$ cat src/rtl/comm_deframer.sv
// comm_deframer: receive-side deframer for the analog inter-board link.
// Aligns the data and envelope ADC lanes, slices them and recovers parity-checked words.
module comm_deframer #(
    parameter int SYM_CYCLES = 8,
    parameter int THRESH     = 128
) (
    input  logic        CLK,
    input  logic        RST,
    input  logic [7:0]  ad1,
    input  logic [7:0]  ad2,
    input  logic [3:0]  ad1_delay,
    input  logic [3:0]  ad2_delay,
    input  logic [3:0]  ad_valid_delay,
    output logic        valid_o,
    output logic [31:0] data_o,
    input  logic        ack_o,
    output logic        parity_err_o,
    output logic        frame_err_o,
    output logic [7:0]  drop_cnt_o
);

    localparam int            PW      = $clog2(SYM_CYCLES);
    localparam logic [PW-1:0] PH_LAST = PW'(SYM_CYCLES - 1);
    localparam logic [7:0]    THR     = 8'(THRESH);

    typedef enum logic [2:0] {
        IDLE,
        ALIGN,
        SAMPLE,
        CHECK,
        WAIT_LOW
    } state_t;

    state_t        state;
    logic [7:0]    line1 [16];
    logic [7:0]    line2 [16];
    logic          b1;
    logic          b2;
    logic          b2_q;
    logic          sample_now;
    logic [3:0]    align_cnt;
    logic [PW-1:0] phase;
    logic [5:0]    bit_cnt;
    logic [32:0]   shreg;

    // Entry 0 is the input register; entry d adds d cycles of skew.
    always_ff @(posedge CLK) begin
        if (RST) begin
            for (int i = 0; i < 16; i++) begin
                line1[i] <= '0;
                line2[i] <= '0;
            end
        end else begin
            line1[0] <= ad1;
            line2[0] <= ad2;
            for (int i = 1; i < 16; i++) begin
                line1[i] <= line1[i-1];
                line2[i] <= line2[i-1];
            end
        end
    end

    assign b1 = (line1[ad1_delay] >= THR);
    assign b2 = (line2[ad2_delay] >= THR);

    assign sample_now = ((state == ALIGN) && (align_cnt == '0))
                     || ((state == SAMPLE) && (phase == '0));

    always_ff @(posedge CLK) begin
        if (RST) begin
            state        <= IDLE;
            b2_q         <= 1'b0;
            align_cnt    <= '0;
            phase        <= '0;
            bit_cnt      <= '0;
            shreg        <= '0;
            valid_o      <= 1'b0;
            data_o       <= '0;
            parity_err_o <= 1'b0;
            frame_err_o  <= 1'b0;
            drop_cnt_o   <= '0;
        end else begin
            b2_q         <= b2;
            parity_err_o <= 1'b0;
            frame_err_o  <= 1'b0;
            if (valid_o && ack_o) begin
                valid_o <= 1'b0;
            end
            unique case (state)
                IDLE: begin
                    if (b2 && !b2_q) begin
                        align_cnt <= ad_valid_delay;
                        shreg     <= '0;
                        bit_cnt   <= '0;
                        state     <= ALIGN;
                    end
                end
                ALIGN, SAMPLE: begin
                    if (sample_now) begin
                        shreg   <= {shreg[31:0], b1};
                        phase   <= PH_LAST;
                        bit_cnt <= bit_cnt + 6'd1;
                        if (!b2) begin
                            frame_err_o <= 1'b1;
                            state       <= IDLE;
                        end else if (bit_cnt == 6'd32) begin
                            state <= CHECK;
                        end else begin
                            state <= SAMPLE;
                        end
                    end else if (state == ALIGN) begin
                        align_cnt <= align_cnt - 4'd1;
                    end else begin
                        phase <= phase - 1'b1;
                    end
                end
                CHECK: begin
                    // A slot freed by this cycle's ack can take the new word.
                    if (^shreg) begin
                        parity_err_o <= 1'b1;
                    end else if (!valid_o || ack_o) begin
                        valid_o <= 1'b1;
                        data_o  <= shreg[32:1];
                    end else if (drop_cnt_o != 8'hFF) begin
                        drop_cnt_o <= drop_cnt_o + 8'd1;
                    end
                    state <= WAIT_LOW;
                end
                WAIT_LOW: begin
                    if (!b2) begin
                        state <= IDLE;
                    end
                end
                default: begin
                    state <= IDLE;
                end
            endcase
        end
    end

endmodule

$ cat config.mk
export PLATFORM = sky130hd
export DESIGN_NAME = comm_deframer
export DESIGN_NICKNAME = d
export VERILOG_FILES = /design/src/rtl/comm_deframer.sv
export SDC_FILE = /design/constraint.sdc
export NUM_CORES = 1
export LEC_CHECK = 0
export BUFFER_PORTS_ARGS = -buffer_cell sky130_fd_sc_hd__clkbuf_2
export CAP_MARGIN = 30
export CORE_ASPECT_RATIO = 0.6
export CORE_MARGIN = 1
export CORE_UTILIZATION = 30
export DETAILED_ROUTE_END_ITERATION = 10
export PLACE_DENSITY_LB_ADDON = 0.08
export SLEW_MARGIN = 10
export SYNTH_ARGS = -nofsm -noshare
export SYNTH_HDL_FRONTEND = slang
export SYNTH_SLANG_ARGS = --single-unit
$ cat constraint.sdc
create_clock -name CLK -period 2.4 [get_ports CLK]
set_input_delay 0.36 -clock CLK [delete_from_list [all_inputs] [get_ports CLK]]
set_output_delay 0.36 -clock CLK [all_outputs]
set_load 0.005 [all_outputs]
==> flow_summary_export.csv <==
group,metric,value,unit
cts,cts_hold_buf,0,
routing,postRouteAntennaNets,0,
logic_synthesis,seq_area_frac_synth,47.6,%
die,row_count,37,
routing,drt_iter0_markers,213,
logic_synthesis,synth_top_cell_area_share,47.6,%
timing,final.setup_skew,0.0146,ns
logic_synthesis,ys.flop_type,"dfxtp_1",
critical_path,slowest_stage,"xnor3_2",
logic_synthesis,synth_area_leaders,"dfxtp_1 (48%), mux2i_1 (6.7%), nor2_1 (6.3%)",
layout,final_util,39.7,%
die,die_x,173,µm
cts,insertion_delay,0.40,ns
critical_path,crit_top_cell,"xnor2_1",
timing,drv_slew,0,
global_routing,grt_pass1_wl,19300,µm
timing,slew_headroom,52.9,%
timing,finalCritPeriodShare,97.5,%
layout,antennaDiodeCount,0,
logic_synthesis,synth-edff-count,0,
logic_synthesis,synth_area,0.00526,mm²
logic_synthesis,syn_inst,525,
routing,totalWireLength,12000,µm
flow_run,drv_cap,0,
logic_synthesis,synth.distinct_cells,51,
logic_synthesis,ys_ff_latch,125,
logic_synthesis,async_reset_ff_share,0,%
critical_path,cp_data_required_time,2.67,ns
hold_path,hp-start,"ad1[7]",
critical_path,endpoint_kind,"register",
timing,worstMarginPinSlew,0.701,ns
timing,max_freq,427,MHz
critical_path,cp_max_fo,11,
critical_path,critPathMaxStageDelay,0.46,ns
global_routing,gr-total-overflow,0,
placement,io_buffers,59,
critical_path,startpoint,"shreg[8]$_SDFFE_PP0P_",
critical_path,cp_cell_sequence,"xnor2_1 > xnor2_1 > xnor3_2 > and3_1 > mux2i_4 > buf_12 > clkbuf_16 > mux2i_1 > nor2_1",
timing,fin_ws,0.0600,ns
power_and_ir_drop,ir_worst_vdd,0.411,mV
timing,setup_viol,0,
global_routing,grt_pass1_vias,3802,
global_routing,grt_max_degree,87,
power_and_ir_drop,p_total,0.00479,W
global_routing,groute.usage.overall,13.4,%
die,core_area,0.0171,mm²
timing,finalSetupTns,0,ns
timing,finalHoldViolCount,0,
power_and_ir_drop,powerDensity,705,mW/mm²
logic_synthesis,yosysTopAreaCell,"dfxtp_1",
power_and_ir_drop,p_leak,2.90,nW
critical_path,critPathTopFamily,"XOR/XNOR gates",
timing,rsz0062_at_grt,"true",
logic_synthesis,syn_avg_cell_area,10.0,µm²
cts,clkTransAtPathRegs,0.06,ns
die,die-area,0.0181,mm²
critical_path,path_class,"register to register",
placement,dp_slack,-0.108,ns
layout,fill_cells,1720,
cts,root_buffer,"clkbuf_16",
cts,cts_made_buffers,17,
layout,drive_gt1_share,27.1,%
routing,route.detailed.wl_per_inst,13.9,µm
routing,dr.pass1.iters,5,
placement,routabilityCongestion,0.745,
critical_path,r2r_start,"shreg[8]$_SDFFE_PP0P_",
cts,htreeDepth,4,
routing,vias,3938,
timing,layout_min_cycle_time,2.34,ns
cts,cts.sinks,125,
placement,place_hpwl,7950,µm
die,ios,74,
global_routing,grt_antenna_before_repair,0,
logic_synthesis,syn-num-nets,563,
cts,cts_tree,"built",
critical_path,crit_arrival,2.61,ns
critical_path,cp.buffers_inverters,2,
die,die_h,105,µm
routing,drc,0,
logic_synthesis,synth_warnings,0,
timing,fin_hold_ws,0.172,ns
critical_path,startpoint_type,"register",
die,start_util,30.7,%
routing,viasPerCell,4.57,
cts,clockBufferDepth,2,
hold_path,hold_class,"input pin to register",
layout,synthToLayoutAreaGrowth,29.2,%
outcome,outcome,"finished, final reports clean",
layout,nets,653,
placed cells by master (no fill, tap or decap), types with 6 or more instances in the layout:
| cell type | n |
|---|---|
| nand3_1 | 6 |
| mux4_2 | 13 |
| a22oi_1 | 35 |
| nor3_1 | 8 |
| ha_1 | 7 |
| buf_12 | 6 |
| inv_1 | 11 |
| nand2b_1 | 10 |
| clkbuf_16 | 19 |
| nand2_1 | 15 |
| xnor2_1 | 23 |
| dfxtp_1 | 120 |
| o21ai_0 | 7 |
| buf_4 | 38 |
| nor2_1 | 87 |
| a21oi_1 | 15 |
| nor2b_1 | 40 |
| clkbuf_2 | 58 |
| mux2i_1 | 34 |
what timing repair did:
item                                   4_1_cts  5_1_grt
endpoints found under the hold margin        0        0
pin swaps                                    1        3
setup endpoints to repair                   38       39
gates resized for setup                      3       12
gates cloned                                 0        2
setup buffers                                0        1
power by group:
group	leakage (nW)	total (W)	internal [W]	switching (W)
Combinational	1.61	0.000150	0.0000583	0.0000920
Sequential	1.01	0.00209	0.00208	0.00000607
Clock	0.287	0.00255	0.00159	0.000962
Total	2.90	0.00479	0.00373	0.00106
flip-flops by register name, indices dropped and copies added (netlist names):
register,flops
bit_cnt,6
valid_o,1
shreg,33
line1,16
b2_q,1
line2,16
align_cnt,4
data_o,32
state,3
phase,3
parity_err_o,1
drop_cnt_o,8
frame_err_o,1
synth_stat cells (2+ instances only):
| library cell | instances |
|---|---|
| xnor2_1 | 26 |
| o21ai_1 | 2 |
| a21oi_1 | 15 |
| mux2_1 | 4 |
| and2_1 | 2 |
| nor2b_1 | 40 |
| buf_2 | 4 |
| clkbuf_1 | 23 |
| nor4_1 | 2 |
| mux2i_1 | 35 |
| nand3_1 | 6 |
| nor3_1 | 8 |
| buf_1 | 2 |
| or3_1 | 2 |
| or4_1 | 3 |
| a21o_1 | 2 |
| mux4_2 | 13 |
| a22oi_1 | 35 |
| nand4_1 | 2 |
| buf_4 | 3 |
| ha_1 | 7 |
| o21ai_0 | 7 |
| xor2_1 | 5 |
| dfxtp_1 | 125 |
| inv_1 | 11 |
| nand2b_1 | 10 |
| nor2_1 | 88 |
| a211oi_1 | 5 |
| o31ai_1 | 2 |
| nand2_1 | 15 |
worst reg2reg max path: cells and delay by family (launching register included):
kind                      cells  cell delay (ns)
muxes                         2             0.36
DFF                           1             0.32
xor gates and xnor gates      3             0.91
and+or+nand+nor               2             0.29
buffers and inverters         2             0.33
cell type report:
type                    count  area (µm²)  area share [%]
inverters                  11        41.3           0.607
repair buffers            104         746            11.0
well taps                 234         293            4.31
clock buffers              20         457            6.72
multi-input cells         356        2620            38.5
flip-flops and latches    125        2510            36.9
clock inverters            12         138            2.02
kinds of logic after synthesis:
kind of cell,synth area share [%]
AO/OA/AOI/OAI,9.47
AND/OR/NAND/NOR,17.6
XOR/XNOR,6.35
buffers and inverters,3.59
adder cells (fa/ha/maj),1.67
multiplexers,13.7
flip-flops,47.6
metrics by stage:
step / area (µm²) / instances
final: 6800 / 862
after global routing: 6800 / 862
after CTS: 6690 / 859
after detailed placement: 6070 / 827
after global placement: 6070 / 827
after floorplan: 5260 / 525
routing by layer:
metal,up-vias,global-route usage (%),wire [µm]
met5,-,0,0
met3,12,3.38,388
met1,1864,20.5,6880
met4,0,5.44,157
met2,68,17.6,4540
li1,1994,-,-
final timing paths:
path                                                end  slack (ns)  depth (start not counted)
worst min-delay path             line1[0][7]$_SDFF_PP0_        0.17                          2
worst min register to register   line1[2][7]$_SDFF_PP0_        0.46                          1
worst max register to register  data_o[25]$_SDFFE_PP0P_        0.06                          9
worst max-delay path            data_o[25]$_SDFFE_PP0P_        0.06                          9
Power figures use the tool's default switching activity.
